[config.mk]
export PLATFORM = sky130hd
export DESIGN_NAME = conv_window_addr_gen_flat
export DESIGN_NICKNAME = d
export VERILOG_FILES = /design/src/rtl/conv_window_addr_gen_if.sv /design/src/rtl/conv_window_addr_gen.sv /design/src/flat_wrapper.sv
export SDC_FILE = /design/constraint.sdc
export NUM_CORES = 1
export LEC_CHECK = 0
export ABC_AREA = 1
export CORE_MARGIN = 1.5
export CORE_UTILIZATION = 39
export CTS_BUF_LIST = sky130_fd_sc_hd__clkbuf_16
export CTS_CLUSTER_DIAMETER = 30
export DETAILED_ROUTE_END_ITERATION = 8
export GPL_TIMING_DRIVEN = 0
export SLEW_MARGIN = 15
export SYNTH_ARGS = -nofsm -noshare
export SYNTH_HDL_FRONTEND = slang
export SYNTH_SLANG_ARGS = --single-unit
[constraint.sdc]
create_clock -name i_clk -period 16.64 [get_ports i_clk]
set_clock_uncertainty 0.15 [all_clocks]
set_input_delay 3.328 -clock i_clk [delete_from_list [all_inputs] [get_ports i_clk]]
set_output_delay 3.328 -clock i_clk [all_outputs]
set_load 0.1 [all_outputs]
[src/rtl/conv_window_addr_gen_if.sv]
// Read-address stream from the window address generator to the input-buffer read port.
// The master drives the beat; the slave returns ready.
interface conv_window_addr_gen_if #(
  parameter int ADDR_WIDTH = 10
);
  logic                  valid;
  logic                  ready;
  logic [ADDR_WIDTH-1:0] addr;
  logic                  pad;
  logic                  last;

  modport master (output valid, addr, pad, last, input ready);
  modport slave  (input valid, addr, pad, last, output ready);
endinterface

[src/rtl/conv_window_addr_gen.sv]
// Walks a KxK window over C channels for one output pixel and streams one input-buffer
// read address per beat, flagging zero-padding taps so the consumer injects zero.
module conv_window_addr_gen #(
  parameter int ADDR_WIDTH = 10,
  parameter int DIM_WIDTH  = 6,
  parameter int CH_WIDTH   = 4
) (
  input  logic                  i_clk,
  input  logic                  i_rst,
  input  logic                  i_clear,
  input  logic                  i_start,
  input  logic [DIM_WIDTH-1:0]  i_k_size,
  input  logic [DIM_WIDTH-1:0]  i_i_size,
  input  logic [CH_WIDTH-1:0]   i_channels,
  input  logic [DIM_WIDTH-1:0]  i_stride,
  input  logic [DIM_WIDTH-1:0]  i_pad,
  input  logic [DIM_WIDTH-1:0]  i_o_row,
  input  logic [DIM_WIDTH-1:0]  i_o_col,
  input  logic [ADDR_WIDTH-1:0] i_start_addr,
  conv_window_addr_gen_if.master o_rd,
  output logic                  o_busy,
  output logic                  o_done
);

  localparam int SW = 2 * DIM_WIDTH + 2;

  localparam logic [1:0] S_IDLE = 2'd0;
  localparam logic [1:0] S_RUN  = 2'd1;
  localparam logic [1:0] S_DONE = 2'd2;

  logic [1:0]            r_state;
  logic [DIM_WIDTH-1:0]  r_k, r_n, r_s, r_p, r_orow, r_ocol;
  logic [CH_WIDTH-1:0]   r_ch;
  logic [ADDR_WIDTH-1:0] r_base;
  logic [CH_WIDTH-1:0]   r_c;
  logic [DIM_WIDTH-1:0]  r_kr, r_kc;
  logic                  r_valid, r_pad, r_last, r_busy, r_done;
  logic [ADDR_WIDTH-1:0] r_addr;

  logic                  w_start_acc, w_xfer, w_load;
  logic [1:0]            w_state_nxt;
  logic [DIM_WIDTH-1:0]  w_k, w_n, w_s, w_p, w_orow, w_ocol;
  logic [CH_WIDTH-1:0]   w_ch;
  logic [ADDR_WIDTH-1:0] w_base;
  logic [CH_WIDTH-1:0]   w_nc;
  logic [DIM_WIDTH-1:0]  w_nkr, w_nkc;
  logic [SW-1:0]         w_row, w_col;
  logic                  w_pad, w_last;
  logic [ADDR_WIDTH-1:0] w_plane, w_addr_raw, w_addr;

  // Handshake qualifiers and the configuration source for the beat being prepared.
  always_comb begin
    w_start_acc = i_start && ((r_state == S_IDLE) || (r_state == S_DONE));
    w_xfer      = (r_state == S_RUN) && r_valid && o_rd.ready;
    if (w_start_acc) begin
      w_k    = i_k_size;
      w_n    = i_i_size;
      w_ch   = i_channels;
      w_s    = (i_stride == DIM_WIDTH'(0)) ? DIM_WIDTH'(1) : i_stride;
      w_p    = i_pad;
      w_orow = i_o_row;
      w_ocol = i_o_col;
      w_base = i_start_addr;
    end else begin
      w_k    = r_k;
      w_n    = r_n;
      w_ch   = r_ch;
      w_s    = r_s;
      w_p    = r_p;
      w_orow = r_orow;
      w_ocol = r_ocol;
      w_base = r_base;
    end
  end

  // Window counters for the next beat: kc innermost, then kr, then channel.
  always_comb begin
    w_nc  = r_c;
    w_nkr = r_kr;
    w_nkc = r_kc;
    if (w_start_acc) begin
      w_nc  = CH_WIDTH'(0);
      w_nkr = DIM_WIDTH'(0);
      w_nkc = DIM_WIDTH'(0);
    end else if (r_kc == w_k - DIM_WIDTH'(1)) begin
      w_nkc = DIM_WIDTH'(0);
      if (r_kr == w_k - DIM_WIDTH'(1)) begin
        w_nkr = DIM_WIDTH'(0);
        w_nc  = r_c + CH_WIDTH'(1);
      end else begin
        w_nkr = r_kr + DIM_WIDTH'(1);
        w_nc  = r_c;
      end
    end else begin
      w_nkc = r_kc + DIM_WIDTH'(1);
      w_nkr = r_kr;
      w_nc  = r_c;
    end
  end

  // Tap position, padding test and buffer address; a negative coordinate sets the MSB.
  always_comb begin
    w_row      = SW'(w_orow) * SW'(w_s) + SW'(w_nkr) - SW'(w_p);
    w_col      = SW'(w_ocol) * SW'(w_s) + SW'(w_nkc) - SW'(w_p);
    w_pad      = w_row[SW-1] || w_col[SW-1] || (w_row >= SW'(w_n)) || (w_col >= SW'(w_n));
    w_plane    = ADDR_WIDTH'(w_n) * ADDR_WIDTH'(w_n);
    w_addr_raw = w_base + ADDR_WIDTH'(w_nc) * w_plane
               + ADDR_WIDTH'(w_row) * ADDR_WIDTH'(w_n) + ADDR_WIDTH'(w_col);
    if (w_pad) begin
      w_addr = {ADDR_WIDTH{1'b0}};
    end else begin
      w_addr = w_addr_raw;
    end
    w_last = (w_nc == w_ch - CH_WIDTH'(1)) && (w_nkr == w_k - DIM_WIDTH'(1))
          && (w_nkc == w_k - DIM_WIDTH'(1));
  end

  // Next state and whether a new beat is loaded into the output registers.
  always_comb begin
    w_state_nxt = r_state;
    w_load      = 1'b0;
    case (r_state)
      S_IDLE, S_DONE: begin
        if (w_start_acc) begin
          if ((w_k == DIM_WIDTH'(0)) || (w_ch == CH_WIDTH'(0))) begin
            w_state_nxt = S_DONE;
            w_load      = 1'b0;
          end else begin
            w_state_nxt = S_RUN;
            w_load      = 1'b1;
          end
        end else begin
          w_state_nxt = r_state;
          w_load      = 1'b0;
        end
      end
      S_RUN: begin
        if (w_xfer && r_last) begin
          w_state_nxt = S_DONE;
          w_load      = 1'b0;
        end else begin
          w_state_nxt = S_RUN;
          w_load      = w_xfer;
        end
      end
      default: begin
        w_state_nxt = S_IDLE;
        w_load      = 1'b0;
      end
    endcase
  end

  // State, latched configuration, counters and registered beat outputs.
  always_ff @(posedge i_clk) begin
    if (i_rst || i_clear) begin
      r_state <= S_IDLE;
      r_k     <= DIM_WIDTH'(0);
      r_n     <= DIM_WIDTH'(0);
      r_s     <= DIM_WIDTH'(0);
      r_p     <= DIM_WIDTH'(0);
      r_orow  <= DIM_WIDTH'(0);
      r_ocol  <= DIM_WIDTH'(0);
      r_ch    <= CH_WIDTH'(0);
      r_base  <= ADDR_WIDTH'(0);
      r_c     <= CH_WIDTH'(0);
      r_kr    <= DIM_WIDTH'(0);
      r_kc    <= DIM_WIDTH'(0);
      r_valid <= 1'b0;
      r_addr  <= ADDR_WIDTH'(0);
      r_pad   <= 1'b0;
      r_last  <= 1'b0;
      r_busy  <= 1'b0;
      r_done  <= 1'b0;
    end else begin
      r_state <= w_state_nxt;
      if (w_start_acc) begin
        r_k    <= w_k;
        r_n    <= w_n;
        r_s    <= w_s;
        r_p    <= w_p;
        r_orow <= w_orow;
        r_ocol <= w_ocol;
        r_ch   <= w_ch;
        r_base <= w_base;
      end
      if (w_start_acc || w_load) begin
        r_c  <= w_nc;
        r_kr <= w_nkr;
        r_kc <= w_nkc;
      end
      if (w_load) begin
        r_addr <= w_addr;
        r_pad  <= w_pad;
        r_last <= w_last;
      end else if (w_state_nxt != S_RUN) begin
        r_addr <= ADDR_WIDTH'(0);
        r_pad  <= 1'b0;
        r_last <= 1'b0;
      end
      r_valid <= (w_state_nxt == S_RUN);
      r_busy  <= (w_state_nxt == S_RUN);
      r_done  <= (w_state_nxt == S_DONE);
    end
  end

  assign o_rd.valid = r_valid;
  assign o_rd.addr  = r_addr;
  assign o_rd.pad   = r_pad;
  assign o_rd.last  = r_last;
  assign o_busy     = r_busy;
  assign o_done     = r_done;

endmodule
[src/flat_wrapper.sv]
// flat-port wrapper written by rule: the top's interface ports become plain ports
module conv_window_addr_gen_flat 
#(
  parameter int ADDR_WIDTH = 10,
  parameter int DIM_WIDTH  = 6,
  parameter int CH_WIDTH   = 4
)
  (i_clk, i_rst, i_clear, i_start, i_k_size, i_i_size, i_channels, i_stride, i_pad, i_o_row, i_o_col, i_start_addr, o_busy, o_done, o_rd_valid, o_rd_addr, o_rd_pad, o_rd_last, o_rd_ready);
  conv_window_addr_gen_if #(.ADDR_WIDTH(ADDR_WIDTH)) o_rd_i ();
  input  logic i_clk;
  input  logic i_rst;
  input  logic i_clear;
  input  logic i_start;
  input  logic [DIM_WIDTH-1:0] i_k_size;
  input  logic [DIM_WIDTH-1:0] i_i_size;
  input  logic [CH_WIDTH-1:0] i_channels;
  input  logic [DIM_WIDTH-1:0] i_stride;
  input  logic [DIM_WIDTH-1:0] i_pad;
  input  logic [DIM_WIDTH-1:0] i_o_row;
  input  logic [DIM_WIDTH-1:0] i_o_col;
  input  logic [ADDR_WIDTH-1:0] i_start_addr;
  output logic o_busy;
  output logic o_done;
  output wire logic [$bits(o_rd_i.valid)-1:0] o_rd_valid;
  output wire logic [$bits(o_rd_i.addr)-1:0] o_rd_addr;
  output wire logic [$bits(o_rd_i.pad)-1:0] o_rd_pad;
  output wire logic [$bits(o_rd_i.last)-1:0] o_rd_last;
  input wire logic [$bits(o_rd_i.ready)-1:0] o_rd_ready;
  assign o_rd_valid = o_rd_i.valid;
  assign o_rd_addr = o_rd_i.addr;
  assign o_rd_pad = o_rd_i.pad;
  assign o_rd_last = o_rd_i.last;
  assign o_rd_i.ready = o_rd_ready;
  conv_window_addr_gen #(.ADDR_WIDTH(ADDR_WIDTH), .DIM_WIDTH(DIM_WIDTH), .CH_WIDTH(CH_WIDTH)) u_core (.i_clk(i_clk), .i_rst(i_rst), .i_clear(i_clear), .i_start(i_start), .i_k_size(i_k_size), .i_i_size(i_i_size), .i_channels(i_channels), .i_stride(i_stride), .i_pad(i_pad), .i_o_row(i_o_row), .i_o_col(i_o_col), .i_start_addr(i_start_addr), .o_rd(o_rd_i), .o_busy(o_busy), .o_done(o_done));
endmodule
==> Word-level counts from Yosys, hierarchy flattened <==
Index checks and enable logic that the tools add are counted.
{ "word_totals": {"ff_bits": 82, "out_inout_bits": 15, "elab_cells": 96} }
{ "classes": {"add_sub_neg": 12, "n_mul": 5, "magnitude_cmp": 2, "eq_ne": 10, "mux": 31, "reduce_logical": 19} }
{ "op_table": {"columns": ["operator", "n"], "rows": [
  ["$mux W6", 12],
  ["$mux W10", 4],
  ["$add A10 B10 Y10", 3],
  ["$ge A14 B6 Y1", 2],
  ["$sub A14 B6 Y14", 2],
  ["$add A12 B6 Y13", 2],
  ["$eq A6 B6 Y1", 4],
  ["$mul A6 B6 Y12", 2],
  ["$mux W4", 4],
  ["$add A6 B1 Y6 const B", 2],
  ["$logic_not A6 Y1", 2],
  ["$mul A10 B6 Y10", 1],
  ["$mul A4 B10 Y10", 1],
  ["$mul A6 B6 Y10", 1],
  ["$logic_or A1 B1 Y1", 7],
  ["$logic_and A1 B1 Y1", 6],
  ["$mux W1", 6],
  ["$mux W2", 3],
  ["$sub A6 B1 Y6 const B", 1],
  ["$add A4 B1 Y4 const B", 1],
  ["$eq A2 B1 Y1 const B", 2],
  ["$eq A2 B2 Y1 const B", 2],
  ["$eq A4 B4 Y1", 1],
  ["$logic_not A4 Y1", 1],
  ["7 further kinds", 7]
]} }

==> Longest topological paths before layout <==
Gate-level depths: netlist of the first run.
{ "depth": {"ltp_word": 16, "mapped_depth": 62, "depth_no_buf": 62} }

==> Worst setup path before layout of the first run <==
OpenSTA, ideal clock, no wires.
{ "synth_timing": {"kind": "input to register", "start": "input port i_start", "end": "register u_core.r_addr[9] (netlist: u_core.o_rd.addr[9])", "setup_time_ns": 0.132, "t_arrival_ns": 12.663, "slack_ns": 3.694, "path_stages": 55, "n_path_buf": 4, "path_cell_list": "nand2_2 -> buf_4 -> buf_2 -> buf_2 -> buf_2 -> nor2_1 -> a221oi_1 -> inv_1 -> nand2_1 -> fa_1 -> inv_1 -> ha_1 -> ha_1 -> inv_1 -> fa_1 -> inv_1 -> ha_1 -> nand2_1 -> [19 not listed] -> inv_1 -> ha_1 -> inv_1 -> o21ai_0 -> a21oi_1 -> nor2_1 -> nor2_1 -> inv_1 -> nand2_1 -> nand2_1 -> nand2_1 -> nand2_1 -> nand2_1 -> nand2_1 -> nand2_1 -> nand3_1 -> nand3_1 -> a21oi_1"} }
{ "synth_via": {"elab_chain_cells": 14, "word_cells_on_any_way": 50, "cone_classes": "add/sub: 8; mul: 5; order compare: 2; eq/ne: 3; mux: 24; reduce/logical: 8"} }
{ "synth_lines": {"columns": ["element", "line", "source"], "rows": [
  ["start: declaration", "flat_wrapper.sv:13", "input logic i_start;"],
  ["$logic_and A1 B1 Y1 *", "conv_window_addr_gen.sv:53", "w_start_acc = i_start && ((r_state == S_IDLE) || (r_state == S_DONE));"],
  ["branches (longest 13 deep; another with $sub A14 B6 Y14)", null, null],
  ["end signal: assignment", "conv_window_addr_gen.sv:192", "r_addr <= w_addr;"],
  ["end: declaration", "conv_window_addr_gen.sv:38", "logic [ADDR_WIDTH-1:0] r_addr;"]
]} }
Every way passes the cells marked *.
A chain may end at the register's enable or synchronous reset.

==> Worst setup path in the final report of the first run <==
Same ends and word-level chain as after synthesis.

==> results.ini, run 1 <==
[run_status]
outcome=completed

[synthesis]
yosys_register_bits=82
synth-xor-area-share=0.0448
synth.largest_area_cell=fa_1
ys_types=51
synth_top_family_by_area=adder cells
synth_compound_area_frac=0.0747
synth_area_mm2=0.0111
post-synth-top-count-cell=inv_1
syn_inst=1518
synth_top_flop_cell=dfxtp_1
ys_seq_area_frac=0.147
synth_top_area_share=0.194
synth_fa_ha_area_frac=0.345
synth_edf_count=0
avgSynthCellArea_um2=7.33
muxShareOfSynthArea=0.0171
synth_top_cells_by_count=inv_1, nand2_1, nor2_1
syn_nets=1815
synth_warnings=0
synth_area_leaders=fa_1, ha_1, dfxtp_1
ys_async_sr_fraction=0
synthSimpleGateAreaFrac=0.258

[critical_path]
worst_setup_path_start_kind=input pin
crit_family=adder cells
path_max_fanout=10
worstPathArrival_ps=15400
r2r_slack_ps=4480
crit_buf_inv=18
endpoint_kind=register
crit_path_start=i_start
worstSetupPathType=in2reg
cp_slowest_cell=buf_1
r2r_end=u_core.o_rd.addr[9]
crit_path_max_incr_delay_ps=790
r2r_start=u_core.r_state[0]
required_ps=16780
rr_worst_depth=56

[timing]
rsz0062_at_grt=no
tns_ps=0
fmax_mhz=65.5
final-setup-viol-count=0
hold_ws_ps=313
relSlewSlack=0.282
finalMaxSlewViolations=0
hold_violations=0
post-route-min-period_ps=15260
worstMarginPinSlew_ps=1080
min_period_over_period=0.917

[min_path]
hold_depth=2
holdPathEnd=u_core.o_rd.addr[9]
hp-start=u_core.o_rd.addr[9]
hold_path.class=reg2reg

[die]
die_x_um=172
die_y_um=172
io_pins=70
core.rowCount=61
die_area_mm2=0.0296
core-area_mm2=0.0279
initial_utilization=0.399

[power_and_ir_drop]
power_density_mw_per_mm2=202
p_int_w=0.00116
switching_power_w=0.00140
p_leak_nw=6.45
seqPwrFrac=0.080
swShare=0.548
clockPowerShare=0.092
irDropWorstVdd_v=0.000259
pwr-share-comb=0.828

[routing]
post_drt_wl_per_cell_um=15.1
drt_iter0_drc=682
drcViolationCount=0
wirelength_um=29900
first_pass_iters=5
vias=9642
drt-vias-per-instance=4.86
drtAntennaViolNets=0

[clock_network]
numCtsBuffers=9
worstSkewPairLatency_ps=360
cts_hold_buf=0
clockRootBuffer=clkbuf_16
cts_tree=done
post_cts_buffers=0
cts.sinks=82
htree_num_levels=3
clk_pin_slew_ps=70
cts-resized-gates=0
cts_max_path_buffers=2

[place]
hpwl_um=24500
place_congestion=0.907
port_buffers=69

[global_routing]
first_global_vias=9215
grt_overflow=0
grtUsageTotal=0.215
grt_start_max_net_pins=16
grt_first_pass_wirelength_um=48400
antenna_found_initial=0

[final_layout]
n_antenna_cell=0
nets=1896
area_growth_pct=13.5
final_layout_size_suffix_gt1_frac=0.0661
fillCellCount=2898
multiInputGateArea_mm2=0.00824
ff_latch_area_mm2=0.00164

[flow_run]
drv_cap=0

[worst reg2reg max path: cells and delay by family, from the launching register on]
| kind | cells | cell delay [ps] |
|---|---|---|
| xor+xnor | 1 | 170 |
| simple gates | 18 | 1840 |
| fa+ha+maj | 12 | 5090 |
| compound gates | 7 | 1450 |
| buf+inv | 18 | 3040 |
| flops | 1 | 380 |
[power by group through the flow]
stage / clock network [W] / registers [W] / logic, W
floorplan: 0 / 0.000213 / 0.00162
global placement: 0 / 0.000210 / 0.00209
detailed placement: 0 / 0.000210 / 0.00212
CTS: 0.000239 / 0.000205 / 0.00215
global route: 0.000245 / 0.000206 / 0.00249
finish: 0.000235 / 0.000205 / 0.00212
[cell type report]
cell class	count	share of cell area
clock inverters	7	0.00782
inverters	302	0.0899
well taps	378	0.0374
plain buffers	27	0.00990
multi-input cells	1107	0.652
repair buffers	70	0.0553
clock buffers	9	0.0178
flip-flops and latches	82	0.130
[cell usage in the layout, fill, tap and decap left out, drive strengths merged, types with 2 or more instances in the layout]
cell type / instances
a211oi: 3
a21boi: 5
a21o: 2
a21oi: 64
a31oi: 3
buf: 11
bufinv: 2
clkbuf: 26
clkdlybuf4s50: 69
clkinv: 6
dfxtp: 82
fa: 108
ha: 134
inv: 301
mux2i: 19
nand2: 301
nand3: 79
nand3b: 7
nand4: 15
nor2: 198
nor3: 8
nor4: 2
o211ai: 3
o21a: 2
o21ai: 56
o21bai: 4
or2: 31
xnor2: 17
xor2: 40
[through the flow]
stage	instances	power (W)	util	setup WS [ps]	area (um2)
2_1_floorplan	1518	0.00183	-	3690	11100
3_3_place_gp	1965	0.00230	0.440	771	12300
3_5_place_dp	1966	0.00233	0.441	949	12300
4_1_cts	1982	0.00259	0.452	1260	12600
5_1_grt	1982	0.00294	0.452	482	12600
6_report	1982	0.00256	0.452	1380	12600
[worst max path at each step]
stage                          endpoint  slack [ps]  cells after the start
floorplan           u_core.o_rd.addr[9]        3690                     55
global placement    u_core.o_rd.addr[9]         770                     57
detailed placement  u_core.o_rd.addr[9]         950                     51
CTS                 u_core.o_rd.addr[9]        1260                     51
global route        u_core.o_rd.addr[9]         480                     54
finish              u_core.o_rd.addr[9]        1380                     56
[logic make-up after synthesis]
family | count (synthesis)
and+or+nand+nor | 642
adders and majority gates | 242
DFF | 82
buffers and inverters | 329
xor gates and xnor gates | 57
AOI/OAI and AO/OA | 147
muxes | 19
[routing by layer]
| layer | track usage | routed length (um) | part of all wire |
|---|---|---|---|
| met3 | 0.0249 | 1540 | 0.051 |
| met1 | 0.302 | 14400 | 0.48 |
| met2 | 0.346 | 13200 | 0.44 |
| met5 | 0 | 0 | 0 |
| met4 | 0.0605 | 739 | 0.025 |
(Power assumes the default switching activity.)
==> inputs of run 2 (changes only) <==
Settings changed: PLACE_DENSITY from default to 0.64.
==> results.ini, run 2 (same netlist as run 1, synthesis figures left out) <==
[timing]
fmax_mhz=65.8  ; was 65.5 MHz
hold_ws_ps=314  ; was 313 ps
final-setup-viol-count=0  ; unchanged
worstMarginPinSlew_ps=1010  ; was 1080 ps
hold_violations=0  ; unchanged
post-route-min-period_ps=15190  ; was 15,260 ps
postLayoutSetupSlackWorst_ps=1450  ; was 1380 ps
rsz0062_at_grt=no  ; unchanged
finalMaxSlewViolations=0  ; unchanged
relSlewSlack=0.320  ; was 0.282
tns_ps=0  ; unchanged
min_period_over_period=0.913  ; was 0.917

[place]
post-place-cells=1966  ; unchanged
dp_slack_ps=1090  ; was 949 ps
place_congestion=0.910  ; was 0.907
port_buffers=69  ; unchanged
hpwl_um=24400  ; was 24,500 um
dpl_cell_area_mm2=0.0123  ; unchanged

[routing]
post_drt_wl_per_cell_um=14.9  ; was 15.1 um
vias=9627  ; was 9,642
wirelength_um=29500  ; was 29,900 um
drtAntennaViolNets=0  ; unchanged
drt-vias-per-instance=4.86  ; about the same
drcViolationCount=0  ; unchanged
drt_iter0_drc=608  ; was 682
first_pass_iters=5  ; unchanged

[die]
io_pins=70  ; unchanged
core-area_mm2=0.0279  ; unchanged
die_area_mm2=0.0296  ; unchanged
initial_utilization=0.399  ; unchanged
die_x_um=172  ; unchanged
core.rowCount=61  ; unchanged
die_y_um=172  ; unchanged

[final_layout]
final_layout_size_suffix_gt1_frac=0.0655  ; was 0.0661
layout.cells.most_common=inv_1  ; unchanged
fillCellCount=2866  ; was 2,898
design_area_mm2=0.0126  ; about the same
nets=1896  ; unchanged
final_cells=1982  ; unchanged
final_cell_mix=inv_1, nand2_1, nor2_1  ; unchanged
multiInputGateArea_mm2=0.00824  ; unchanged
ff_latch_area_mm2=0.00164  ; unchanged
n_antenna_cell=0  ; unchanged
area_growth_pct=13.1  ; was 13.5%

[clock_network]
clockRootBuffer=clkbuf_16  ; unchanged
cts_hold_buf=0  ; unchanged
clk_pin_slew_ps=60  ; was 70 ps
worstSkewPairLatency_ps=360  ; about the same
post_cts_buffers=0  ; unchanged
htree_num_levels=3  ; unchanged
numCtsBuffers=9  ; unchanged
cts.sinks=82  ; unchanged
cts_max_path_buffers=2  ; unchanged
cts_tree=done  ; unchanged
cts-resized-gates=0  ; unchanged

[global_routing]
grt_first_pass_wirelength_um=47300  ; was 48,400 um
first_global_vias=9111  ; was 9,215
antenna_found_initial=0  ; unchanged
grt_start_max_net_pins=16  ; unchanged
grtUsageTotal=0.209  ; was 0.215
grt_overflow=0  ; unchanged

[critical_path]
crit_path_max_incr_delay_ps=760  ; was 790 ps
endpoint_kind=register  ; unchanged
cp_slowest_cell=buf_1  ; unchanged
rr_worst_depth=49  ; was 56
path_max_fanout=10  ; unchanged
cp.depth=49  ; was 56
crit_top_cell=inv_1
crit_buf_inv=17  ; was 18
worstPathArrival_ps=15320  ; was 15,400 ps
required_ps=16770  ; was 16,780 ps
worstSetupPathType=in2reg  ; unchanged
r2r_slack_ps=4540  ; was 4480 ps
worst_setup_path_start_kind=input pin  ; unchanged
crit_family=adder cells  ; unchanged

[power_and_ir_drop]
clockPowerShare=0.079  ; was 0.092
irDropWorstVdd_v=0.000212  ; was 0.000259 V
seqPwrFrac=0.081  ; was 0.080
power_density_mw_per_mm2=202  ; about the same
swShare=0.555  ; was 0.548
switching_power_w=0.00141  ; was 0.00140 W
p_leak_nw=6.43  ; was 6.45 nW
p_int_w=0.00113  ; was 0.00116 W
pwr-share-comb=0.840  ; was 0.828

[min_path]
hold_depth=2  ; unchanged
hold_path.class=reg2reg  ; unchanged

[run_status]
outcome=completed  ; unchanged

[flow_run]
drv_cap=0  ; unchanged

run 2: cell types whose count changed in the layout (fill, tap and decap cells not counted):
cell | previous run | this run
clkinvlp_4 | 0 | 2
clkinv_2 | 2 | 1
inv_1 | 290 | 291
bufinv_16 | 2 | 0
run 2: through the flow:
step,power (W),util
6_report,0.00255,0.451
5_1_grt,0.00292,0.451
4_1_cts,0.00257,0.451
3_5_place_dp,0.00235,0.441
3_3_place_gp,0.00231,0.440
2_1_floorplan,0.00183,-
run 2: final timing paths:
check | from | to
setup / recovery | i_start | u_core.o_rd.addr[9]
hold / removal | u_core.o_rd.addr[9] | u_core.o_rd.addr[9]
setup reg to reg | u_core.r_state[0] | u_core.o_rd.addr[9]
hold reg to reg | u_core.o_rd.addr[9] | u_core.o_rd.addr[9]
run 2: worst reg2reg max path: cells and delay by family (launching register included):
| family | cells | cell delay [ps] |
|---|---|---|
| compound gates | 4 | 960 |
| buf+inv | 17 | 3010 |
| fa+ha+maj | 12 | 5630 |
| simple gates | 15 | 1760 |
| xor+xnor | 1 | 170 |
| flops | 1 | 380 |
run 2: power groups by stage:
stage	registers (W)	clock network, W	logic [W]
after global placement	0.000210	0	0.00210
final	0.000205	0.000202	0.00214
after global routing	0.000206	0.000215	0.00250
after CTS	0.000205	0.000207	0.00215
after detailed placement	0.000210	0	0.00214
after floorplan	0.000213	0	0.00162
run 2: routing by layer:
metal	part of all wire	global-route usage	wire (um)	up-vias
li1	-	-	-	4867
met4	0.022	0.0601	656	0
met2	0.44	0.331	12900	263
met5	0	0	0	-
met1	0.48	0.294	14200	4467
met3	0.058	0.0325	1700	30
run 2: cell type report:
| class | instances | share of cell area |
|---|---|---|
| repair buffers | 70 | 0.0555 |
| multi-input cells | 1107 | 0.654 |
| clock inverters | 7 | 0.00417 |
| plain buffers | 27 | 0.00994 |
| well taps | 378 | 0.0376 |
| flip-flops and latches | 82 | 0.130 |
| clock buffers | 9 | 0.0179 |
| inverters | 302 | 0.0902 |
==> inputs of run 3 (changes only) <==
Settings changed: CTS_CLUSTER_DIAMETER 30 to 120, REMOVE_ABC_BUFFERS from default to 1.
==> results.ini, run 3 (same netlist as run 1, synthesis figures left out) <==
[clock_network]
post_cts_buffers=0  ; unchanged
cts_hold_buf=0  ; unchanged
cts_tree=done  ; unchanged
cts.sinks=82  ; unchanged
worstSkewPairLatency_ps=360  ; about the same
htree_num_levels=3  ; unchanged
numCtsBuffers=9  ; unchanged
cts-resized-gates=0  ; unchanged
clk_pin_slew_ps=70  ; was 60 ps
cts_max_path_buffers=2  ; unchanged
clockRootBuffer=clkbuf_16  ; unchanged

[critical_path]
worstPathArrival_ps=14160  ; was 15,320 ps
worstSetupPathType=in2reg  ; unchanged
crit_path_max_incr_delay_ps=540  ; was 760 ps
path_max_fanout=39  ; was 10
worst_setup_path_start_kind=input pin  ; unchanged
crit_buf_inv=13  ; was 17
r2r_slack_ps=5690  ; was 4540 ps
crit_top_cell=nand2_1  ; was inv_1
endpoint_kind=register  ; unchanged
cp_slowest_cell=clkdlybuf4s50_1  ; was buf_1
required_ps=16780  ; was 16,770 ps
crit_family=adder cells  ; unchanged

[power_and_ir_drop]
p_leak_nw=6.41  ; was 6.43 nW
switching_power_w=0.00139  ; was 0.00141 W
seqPwrFrac=0.082  ; was 0.081
p_int_w=0.00112  ; was 0.00113 W
irDropWorstVdd_v=0.000218  ; was 0.000212 V
pwr-share-comb=0.829  ; was 0.840
swShare=0.552  ; was 0.555
power_density_mw_per_mm2=200  ; was 202 mW/mm2
clockPowerShare=0.090  ; was 0.079

[routing]
drcViolationCount=0  ; unchanged
wirelength_um=26700  ; was 29,500 um
vias=9493  ; was 9,627
drt_iter0_drc=519  ; was 608
drtAntennaViolNets=0  ; unchanged
first_pass_iters=7  ; was 5
drt-vias-per-instance=4.85  ; was 4.86
post_drt_wl_per_cell_um=13.6  ; was 14.9 um

[place]
dpl_cell_area_mm2=0.0123  ; about the same
hpwl_um=21200  ; was 24,400 um
place_congestion=0.898  ; was 0.910
port_buffers=69  ; unchanged
post-place-cells=1942  ; was 1,966

[timing]
post-route-min-period_ps=14020  ; was 15,190 ps
fmax_mhz=71.3  ; was 65.8 MHz
rsz0062_at_grt=no  ; unchanged
worstMarginPinSlew_ps=991  ; was 1010 ps
min_period_over_period=0.843  ; was 0.913
finalMaxSlewViolations=0  ; unchanged
hold_violations=0  ; unchanged
relSlewSlack=0.335  ; was 0.320
tns_ps=0  ; unchanged
final-setup-viol-count=0  ; unchanged

[die]
die_area_mm2=0.0296  ; unchanged
initial_utilization=0.399  ; unchanged
die_x_um=172  ; unchanged
io_pins=70  ; unchanged
core-area_mm2=0.0279  ; unchanged
die_y_um=172  ; unchanged
core.rowCount=61  ; unchanged

[global_routing]
grt_first_pass_wirelength_um=44500  ; was 47,300 um
grtUsageTotal=0.190  ; was 0.209
antenna_found_initial=0  ; unchanged
grt_start_max_net_pins=53  ; was 16
first_global_vias=9143  ; was 9,111
grt_overflow=0  ; unchanged

[flow_run]
drv_cap=0  ; unchanged

[final_layout]
final_cell_mix=inv_1, nand2_1, nor2_1  ; unchanged
design_area_mm2=0.0126  ; about the same
final_cells=1958  ; was 1,982
nets=1872  ; was 1,896
final_layout_size_suffix_gt1_frac=0.0652  ; was 0.0655
layout.cells.most_common=inv_1  ; unchanged
final_util=0.450  ; was 0.451
area_growth_pct=12.9  ; was 13.1%
n_antenna_cell=0  ; unchanged

[min_path]
hold_path.class=reg2reg  ; unchanged

[run_status]
outcome=completed  ; unchanged

[run 3: cell count changes in the layout (fill, tap and decap cells not counted), moves of 2 or more]
cell	previous run	this run
inv_1	291	289
buf_1	2	0
buf_4	4	2
clkbuf_1	17	0
buf_2	4	0
inv_8	1	3
[run 3: final cells by class]
class,count,area (um2)
Tap cell,378,473
Clock buffer,9,225
Sequential cell,82,1640
Inverter,302,1140
Fill cell,2885,15400
Multi-Input combinational cell,1107,8250
Clock inverter,7,85.1
Timing Repair Buffer,73,753
[run 3: path summary, 6_finish.rpt]
path,startpoint,cells past startpoint,to
worst min-delay path,u_core.o_rd.addr[1],2,u_core.o_rd.addr[1]
worst max register to register,u_core.r_state[0],59,u_core.o_rd.addr[9]
worst max-delay path,i_start,59,u_core.o_rd.addr[9]
worst min register to register,u_core.o_rd.addr[1],2,u_core.o_rd.addr[1]
[run 3: power by group through the flow]
stage / registers [W] / clock network (W) / logic [W]
6_report: 0.000205 / 0.000225 / 0.00208
3_3_place_gp: 0.000210 / 0 / 0.00202
4_1_cts: 0.000205 / 0.000231 / 0.00208
3_5_place_dp: 0.000210 / 0 / 0.00206
2_1_floorplan: 0.000214 / 0 / 0.00161
5_1_grt: 0.000206 / 0.000236 / 0.00242
[run 3: tightest hold or removal path, delay by kind of cell (launching register included)]
kind,cells,cell delay [ps]
DFF,1,310
and+or+nand+nor,1,60
AOI/OAI and AO/OA,1,50
[run 3: metrics by stage]
step	hold WS (ps)	power [W]	setup WS, ps
after floorplan	303	0.00183	3670
after global placement	301	0.00223	976
after detailed placement	305	0.00227	2320
after CTS	317	0.00252	2650
after global routing	339	0.00286	1730
final	313	0.00251	2620
[run 3: per-layer routing]
| layer | part of all wire | global-route usage | up-vias |
|---|---|---|---|
| met4 | 0.017 | 0.0442 | 0 |
| li1 | - | - | 4812 |
| met5 | 0 | 0 | - |
| met1 | 0.48 | 0.265 | 4411 |
| met2 | 0.45 | 0.309 | 242 |
| met3 | 0.053 | 0.0272 | 28 |
